`config.mk`:
```
export PLATFORM = sky130hd
export DESIGN_NAME = lpm_concat_packer
export DESIGN_NICKNAME = d
export VERILOG_FILES = /design/src/rtl/lpm_concat_pkg.sv /design/src/rtl/lpm_concat_mask.sv /design/src/rtl/lpm_concat_packer.sv
export SDC_FILE = /design/constraint.sdc
export NUM_CORES = 1
export LEC_CHECK = 0
export CORE_UTILIZATION = 50
export CTS_BUF_LIST = sky130_fd_sc_hd__clkbuf_4
export CTS_CLUSTER_SIZE = 12
export DETAILED_ROUTE_END_ITERATION = 8
export PLACE_DENSITY = 0.84
export SLEW_MARGIN = 40
export SYNTH_ARGS = -nofsm -noshare
export SYNTH_HDL_FRONTEND = slang
export SYNTH_SLANG_ARGS = --single-unit
```
`constraint.sdc`:
```
create_clock -name clock -period 4.35 [get_ports clock]
set_input_delay 0.435 -clock clock [delete_from_list [all_inputs] [get_ports clock]]
set_output_delay 0.435 -clock clock [all_outputs]
set_load 0.02 [all_outputs]
```
`src/rtl/lpm_concat_pkg.sv`:
```
// Shared FSM state type and default widths for the LSB-first field packer.
package lpm_concat_pkg;

    localparam int unsigned DEF_IN_W  = 24;
    localparam int unsigned DEF_OUT_W = 32;

    typedef enum logic {
        ST_FILL  = 1'b0,
        ST_FLUSH = 1'b1
    } state_e;

endpackage

```
`src/rtl/lpm_concat_mask.sv`:
```
// Combinational field masker: clears every in_data bit at or above len.
module lpm_concat_mask #(
    parameter int unsigned IN_W  = 24,
    parameter int unsigned LEN_W = $clog2(IN_W + 1)
) (
    input  logic [IN_W-1:0]  data,
    input  logic [LEN_W-1:0] len,
    output logic [IN_W-1:0]  masked
);

    always_comb begin
        masked = '0;
        for (int i = 0; i < IN_W; i++) begin
            masked[i] = data[i] & (i < int'(len));
        end
    end

endmodule

```
`src/rtl/lpm_concat_packer.sv`:
```
// Packs variable-length fields LSB-first into OUT_W-bit words with flush support.
// Optional out_parity port is enabled by defining LPM_CONCAT_PARITY_EN.
module lpm_concat_packer
    import lpm_concat_pkg::*;
#(
    parameter int unsigned IN_W  = DEF_IN_W,
    parameter int unsigned OUT_W = DEF_OUT_W,
    parameter int unsigned LEN_W = $clog2(IN_W + 1)
) (
    input  logic                              clock,
    input  logic                              reset_n,
    input  logic [IN_W-1:0]                   in_data,
    input  logic [LEN_W-1:0]                  in_len,
    input  logic                              in_valid,
    output logic                              in_ready,
    input  logic                              flush,
    output logic [OUT_W-1:0]                  out_data,
    output logic                              out_valid,
    input  logic                              out_ready,
    output logic                              out_last,
`ifdef LPM_CONCAT_PARITY_EN
    output logic                              out_parity,
`endif
    output logic [$clog2(OUT_W+IN_W+1)-1:0]   fill_level
);

    localparam int unsigned BUF_W = OUT_W + IN_W;
    localparam int unsigned CNT_W = $clog2(BUF_W + 1);

    state_e           state_q, state_d;
    logic [BUF_W-1:0] buf_q, buf_d, buf_s;
    logic [CNT_W-1:0] cnt_q, cnt_d, cnt_s;
    logic [IN_W-1:0]  field;
    logic             word_xfer, field_xfer;

    lpm_concat_mask #(
        .IN_W  (IN_W),
        .LEN_W (LEN_W)
    ) u_mask (
        .data   (in_data),
        .len    (in_len),
        .masked (field)
    );

    // in_ready is gated by reset_n so every output reads 0 while reset is held.
    always_comb begin
        in_ready  = 1'b0;
        out_valid = 1'b0;
        out_last  = 1'b0;
        unique case (state_q)
            ST_FILL: begin
                in_ready  = reset_n && (cnt_q < CNT_W'(OUT_W));
                out_valid = (cnt_q >= CNT_W'(OUT_W));
            end
            ST_FLUSH: begin
                out_valid = (cnt_q != '0);
                out_last  = (cnt_q <= CNT_W'(OUT_W));
            end
            default: ;
        endcase
    end

    // Shift out first, then append at the post-shift count.
    always_comb begin
        word_xfer  = out_valid && out_ready;
        field_xfer = in_valid && in_ready;
        buf_s      = buf_q;
        cnt_s      = cnt_q;
        if (word_xfer) begin
            buf_s = buf_q >> OUT_W;
            cnt_s = (cnt_q > CNT_W'(OUT_W)) ? cnt_q - CNT_W'(OUT_W) : '0;
        end
        buf_d = buf_s;
        cnt_d = cnt_s;
        if (field_xfer) begin
            buf_d = buf_s | (BUF_W'(field) << cnt_s);
            cnt_d = cnt_s + CNT_W'(in_len);
        end
        state_d = state_q;
        unique case (state_q)
            ST_FILL: begin
                if (flush && (cnt_d != '0)) begin
                    state_d = ST_FLUSH;
                end
            end
            ST_FLUSH: begin
                if (word_xfer && out_last) begin
                    state_d = ST_FILL;
                    cnt_d   = '0;
                    buf_d   = '0;
                end
            end
            default: state_d = ST_FILL;
        endcase
    end

    always_ff @(posedge clock or negedge reset_n) begin
        if (!reset_n) begin
            state_q <= ST_FILL;
            buf_q   <= '0;
            cnt_q   <= '0;
        end else begin
            state_q <= state_d;
            buf_q   <= buf_d;
            cnt_q   <= cnt_d;
        end
    end

    // Bits above the count are always zero, so a partial word is zero-padded.
    assign out_data   = buf_q[OUT_W-1:0];
    assign fill_level = cnt_q;

`ifdef LPM_CONCAT_PARITY_EN
    assign out_parity = ^out_data;
`endif

endmodule

```
; ---- Word level (Yosys, flattened, before mapping)
; Cells that the tools add are included.
[word_totals]
reg_bits = 63
in_bits = 34
word_cells = 82
out_inout_bits = 41
[classes]
shift = 1
order_cmp = 28
add_sub_neg = 2
reduce_logical = 7
bitwise = 26
mux = 15
[ops]
columns = op, n
row1 = 56-bit two-way mux, 4
row2 = 56-bit bitwise OR, 1
row3 = 24-bit by 6-bit << shifter with 56-bit output, 1
row4 = "4-bit by 5-bit less-than comparator with 1-bit output, first input constant", 8
row5 = "5-bit less-than comparator, first input constant", 8
row6 = 6-bit two-way mux, 5
row7 = 1-bit AND, 24
row8 = "3-bit by 5-bit less-than comparator with 1-bit output, first input constant", 4
row9 = 6-bit nonzero test, 2
row10 = "1-bit by 5-bit less-than comparator with 1-bit output, first input constant", 2
row11 = "2-bit by 5-bit less-than comparator with 1-bit output, first input constant", 2
row12 = 6-bit by 5-bit adder with 6-bit output, 1
row13 = "6-bit >= comparator, second input constant", 1
row14 = "6-bit > comparator, second input constant", 1
row15 = "6-bit less-or-equal comparator, second input constant", 1
row16 = "6-bit less-than comparator, second input constant", 1
row17 = "6-bit subtractor, second input constant", 1
row18 = 1-bit logical AND, 5
row19 = 1-bit two-way mux, 4
row20 = 1-bit one-hot mux with 2 select lines, 2
row21 = 1-bit inverter, 1

; ---- Logic depth before layout (Yosys ltp)
[logic_depth]
depth_word = 10
mapped_depth = 14
mapped_depth_nobuf = 13

; ---- Cells and area by module
; From an unflattened synthesis, not the netlist that was laid out.
[hier_totals]
cells_unflattened = 692
hier_area_um2 = 5790.6
[by_module_without_submodules]
columns = module, seq_area_each_um2, area_per_inst_um2, cells_per_inst, n_inst
row1 = lpm_concat_packer, 1576.5, 5480.3, 640, 1
row2 = lpm_concat_mask, 0.0, 310.3, 52, 1

; ---- Worst setup path after synthesis
; No wires, ideal clock.
[synth_path]
kind = reg-to-reg
startpoint = reg cnt_q[5] (netlist: fill_level[5])
endpoint = reg state_q
setup_ns = 0.136
arrival_time_ns = 3.207
t_required_ns = 4.214
path_stages_with_launch = 14
setup_slack_ns = 1.007
period_less_slack_ns = 3.343
n_path_buf = 2
path_cell_list = dfrtp_1 -> nand3b_4 -> nand2_1 -> inv_1 -> buf_2 -> buf_2 -> ha_1 -> a21oi_1 -> nand2_1 -> a2111oi_0 -> nor3_1 -> or4_1 -> o31ai_1 -> a21oi_1
[synth_via]
elab_chain_len = 10
elab_cells_between_ends = 22
cone_classes = add/sub (2) / order compare (4) / mux (9) / reduce/logical (7)
[synth_rtl]
columns = item, line
row1 = start: declaration, lpm_concat_packer.sv:32  ; logic [CNT_W-1:0] cnt_q, cnt_d, cnt_s;
row2 = start signal: assignment, lpm_concat_packer.sv:105  ; cnt_q <= cnt_d;
row3 = 6-bit >= comparator / 6-bit nonzero test (equally long branches), "lpm_concat_packer.sv:53, lpm_concat_packer.sv:56"
row4 = 1-bit one-hot mux with 2 select lines, lpm_concat_packer.sv:50  ; unique case (state_q)
row5 = 1-bit logical AND, lpm_concat_packer.sv:65  ; word_xfer = out_valid && out_ready;
row6 = 6-bit two-way mux, lpm_concat_packer.sv:69  ; if (word_xfer) begin
row7 = 6-bit by 5-bit adder with 6-bit output, lpm_concat_packer.sv:77  ; cnt_d = cnt_s + CNT_W'(in_len);
row8 = 6-bit two-way mux, lpm_concat_packer.sv:75  ; if (field_xfer) begin
row9 = 6-bit nonzero test, lpm_concat_packer.sv:82  ; if (flush && (cnt_d != '0)) begin
row10 = 1-bit logical AND, lpm_concat_packer.sv:82
row11 = 1-bit two-way mux, lpm_concat_packer.sv:82
row12 = 1-bit one-hot mux with 2 select lines *, lpm_concat_packer.sv:80  ; unique case (state_q)
row13 = via state_d, lpm_concat_packer.sv:30  ; state_e state_q, state_d;
row14 = end signal: assignment, lpm_concat_packer.sv:103  ; state_q <= state_d;
row15 = end: declaration, lpm_concat_packer.sv:30
; Mark *: on every way through the listed nets, which the timed path passes. The rest lies on a longest branch.

; ---- Worst setup path in the final report
[layout_path]
startpoint = in out_ready
endpoint = reg state_q
[layout_via]
elab_chain_len = 8
elab_cells_between_ends = 10
cone_classes = add/sub (1) / mux (5) / reduce/logical (4)
[layout_rtl]
columns = item, line
row1 = start: declaration, lpm_concat_packer.sv:19  ; input logic out_ready,
row2 = 1-bit logical AND *, lpm_concat_packer.sv:65
row3 = 6-bit two-way mux, lpm_concat_packer.sv:69
row4 = 6-bit by 5-bit adder with 6-bit output, lpm_concat_packer.sv:77
row5 = 6-bit two-way mux, lpm_concat_packer.sv:75
row6 = 6-bit nonzero test, lpm_concat_packer.sv:82
row7 = 1-bit logical AND, lpm_concat_packer.sv:82
row8 = 1-bit two-way mux, lpm_concat_packer.sv:82
row9 = 1-bit one-hot mux with 2 select lines *, lpm_concat_packer.sv:80
row10 = via state_d, lpm_concat_packer.sv:30
; Marked as above.

==> metrics.md <==
| Metric | Value |
|---|---|
| Status | `finished, violations left` |
| Failing checks | `DRC` |
| Worst-Margin Slew | `~800 ps` |
| Via Count | `between 5000 and 6000` |
| Setup CP Type | `input pin to register` |
| Flops & latches, synth | `63` |
| Synth top cells by count | `nand2_1 (82), dfrtp_1 (63), nor2_1 (53)` |
| Final Max Tran Viols | `0` |
| Clock latency on the worst-skew pair | `~420 ps` |
| Global Route Usage Sum | `between 30 and 40%` |
| Sequential fraction of the synthesis area | `a little under a third` |
| Critical path startpoint | `out_ready` |
| CP Launch Type | `input pin` |
| Sw Ratio | `49.20%` |
| Vias in the first global route | `just over 5000` |
| Combinational power share | `between 60 and 70%` |
| Switching pwr | `~1800 uW` |
| Drt pass-1 iters | `8` |
| DIE WIDTH | `approximately 100 um` |
| Post-CTS Setup Inserts | `0` |
| HPWL after DPL | `roughly 13 mm` |
| RSZ-0062 raised after global routing | `false` |
| Final period util | `about four fifths` |
| Int Pwr | `approximately 1800 uW` |
| Final instance area | `between 5000 and 6000 um2` |
| Slew headroom | `a little under half` |
| Final hold violations | `0` |
| YS warnings | `0` |
| Clk pwr share | `between 10% and 20%` |
| Achievable Freq | `between 0.2 and 0.3 GHz` |
| Critical Path RT | `~4700 ps` |
| Pleak | `about 0.0025 uW` |
| Cts hold-fix bufs | `0` |
| Chip Height | `103.9 um` |
| Max cap viols | `0` |
| Input/output buffers | `between 70 and 80` |
| Ant. Diodes | `0` |
| I/O pins | `75` |
| Clock root buffer | `clkbuf_4` |
| DRC | `1` |
| Final core occ | `59.99%` |
| Minimum clock period | `3481 ps` |
| CTS Sinks | `63` |
| DIE AREA | `10800 um2` |
| Async SR Flop Fraction | `100.0%` |
| CTS tree | `yes` |
| Total grt overflow | `0` |
| Largest net degree at the start of global routing | `64` |
| Core Region | `~9900 um2` |
| Max FO, Critical Path | `22` |
| Setup TNS | `0 ps` |
| Via-to-Cell Ratio | `6.990` |
| CTS HTree Levels | `3` |
| Crit. End Element | `register` |
| Peak VDD IR | `488.0 uV` |
| Area added between synthesis and finish | `14.43%` |
| Clk_skew | `14.81 ps` |
| Synth Instances | `627` |
| Layout cells sized above 1 | `about 11%` |
| Count leader, synth | `nand2_1` |
| CTS resizes | `0` |
| Min Hold Slack | `~180 ps` |
| Worst R2R Start | `fill_level[5]` |
| Cell variety after synth | `between 80 and 90` |
| Critical path arrival | `around 3800 ps` |
| First-pass GRT wire length | `about 28 mm` |
| Placement-stage cell area | `just under 6000 um2` |
| Final #Nets | `695` |
| Post-synth top area share | `30.35%` |
| Cell area after synthesis | `slightly above 5000 um2` |
| Synth Area per Inst | `approximately 8.3 um2` |
| Setup violators final | `0` |
| Initial Utilization | `between 50% and 60%` |
| Routability congestion estimate | `between 1 and 1.5` |
| Routed Antenna Nets | `0` |
| Synth area leaders | `dfrtp_1 (30%), nand2_1 (5.9%), mux2i_1 (5.4%), buf_4 (5.3%), nor2_1 (3.8%)` |
| Seq pwr share | `23.5%` |
| Tightest Hold Check Type | `input pin to async pin` |
| DR WL/cell | `~23 um` |
| # rows | `36` |
| Cell taking the most area after synthesis | `dfrtp_1` |
| Clock-pin transition on the worst setup and hold timing paths | `about 110 ps` |
| Number of synthesized flops with an enable pin | `0` |
| Initial antenna violation count | `0` |
| PwrDens | `610.7 nW/um2` |
| TritonCTS buffer count | `9` |
| Primary FF master, synth | `dfrtp_1` |
| Clock buffer depth | `2` |
| 1st-iter DRT viols | `818` |
| Post-synthesis net count | `around 670` |
| WL final | `between 15 and 20 mm` |
## layout make-up
cell class	count	area [um2]
timing repair buffer	93	882.1
clock inverter	6	85.08
inverter	16	60.06
clock buffer	10	75.07
multi-input combinational	471	3099
sequential	63	1577
tap	133	166.4
fill	884	3965
## worst max-delay path, cell delays in order
cell	delay [ps]
clkdlybuf4s50_1	630
nand3b_4	300
nand2_2	370
inv_2	210
ha_1	250
nand3_1	70
nand2_1	80
a2111oi_0	500
nor3_1	160
or4_1	490
o31ai_1	210
a21oi_1	100
## state kept, by name, summed over array words and instances, names as in the netlist
register	flops
fill_level	6
buf_q	56
state_q	1
## per-layer routing
metal | GRT usage (%) | share of wire [%] | wire length (um)
met3 | 7.707 | 13 | 2331
met1 | 44.67 | 38 | 6752
met5 | 0 | 0 | 0
met2 | 52.33 | 45 | 8066
met4 | 12.14 | 3.8 | 682
## path summary, 6_finish.rpt
| check | slack [ps] | end | depth (start not counted) |
|---|---|---|---|
| min in group clock | 500 | buf_q[52] | 2 |
| worst min register to register | 500 | buf_q[52] | 2 |
| worst max-delay path | 870 | state_q | 12 |
| max in group asynchronous | 3750 | buf_q[42] | 2 |
| worst max register to register | 890 | state_q | 11 |
| worst min-delay path | 180 | buf_q[28] | 2 |
## power groups by stage
| stage | Sequential [uW] | Combinational (uW) | Clock [uW] |
|---|---|---|---|
| global placement | 860 | 2190 | 0 |
| CTS | 851 | 2240 | 463 |
| finish | 855 | 2310 | 464 |
| floorplan | 832 | 1620 | 0 |
| global route | 870 | 2430 | 485 |
| detailed placement | 862 | 2230 | 0 |
## layout by cell type (no fill, tap or decap), types with 10 or more instances in the layout
cell type and instances:
nor2_1 53, a22oi_1 10, clkdlybuf4s50_1 73, mux2i_1 28, a31oi_1 14, a211oi_1 16
nand2_1 81, dfrtp_1 63, a21oi_1 23, o21ai_0 34, nand3_1 16, inv_1 13
nor3_1 10, o211ai_1 11, buf_4 18, clkbuf_4 10
## per-stage QoR
stage               instances  setup slack [ps]  total power [uW]
finish                    792             869.3              3630
global route              792             669.5              3785
CTS                       792             997.9              3558
detailed placement        776             580.5              3094
global placement          776             633.8              3054
floorplan                 627              1007              2456
## cell families after synthesis
| family | after synthesis | synth area share, % |
|---|---|---|
| adder cells (fa/ha/maj) | 7 | 1.830 |
| XOR/XNOR | 4 | 0.6745 |
| AND/OR/NAND/NOR | 206 | 18.88 |
| multiplexers | 37 | 7.466 |
| AO/OA/AOI/OAI | 217 | 30.76 |
| flip-flops | 63 | 30.35 |
| buffers and inverters | 93 | 10.04 |
Power figures use the tool's default switching activity.
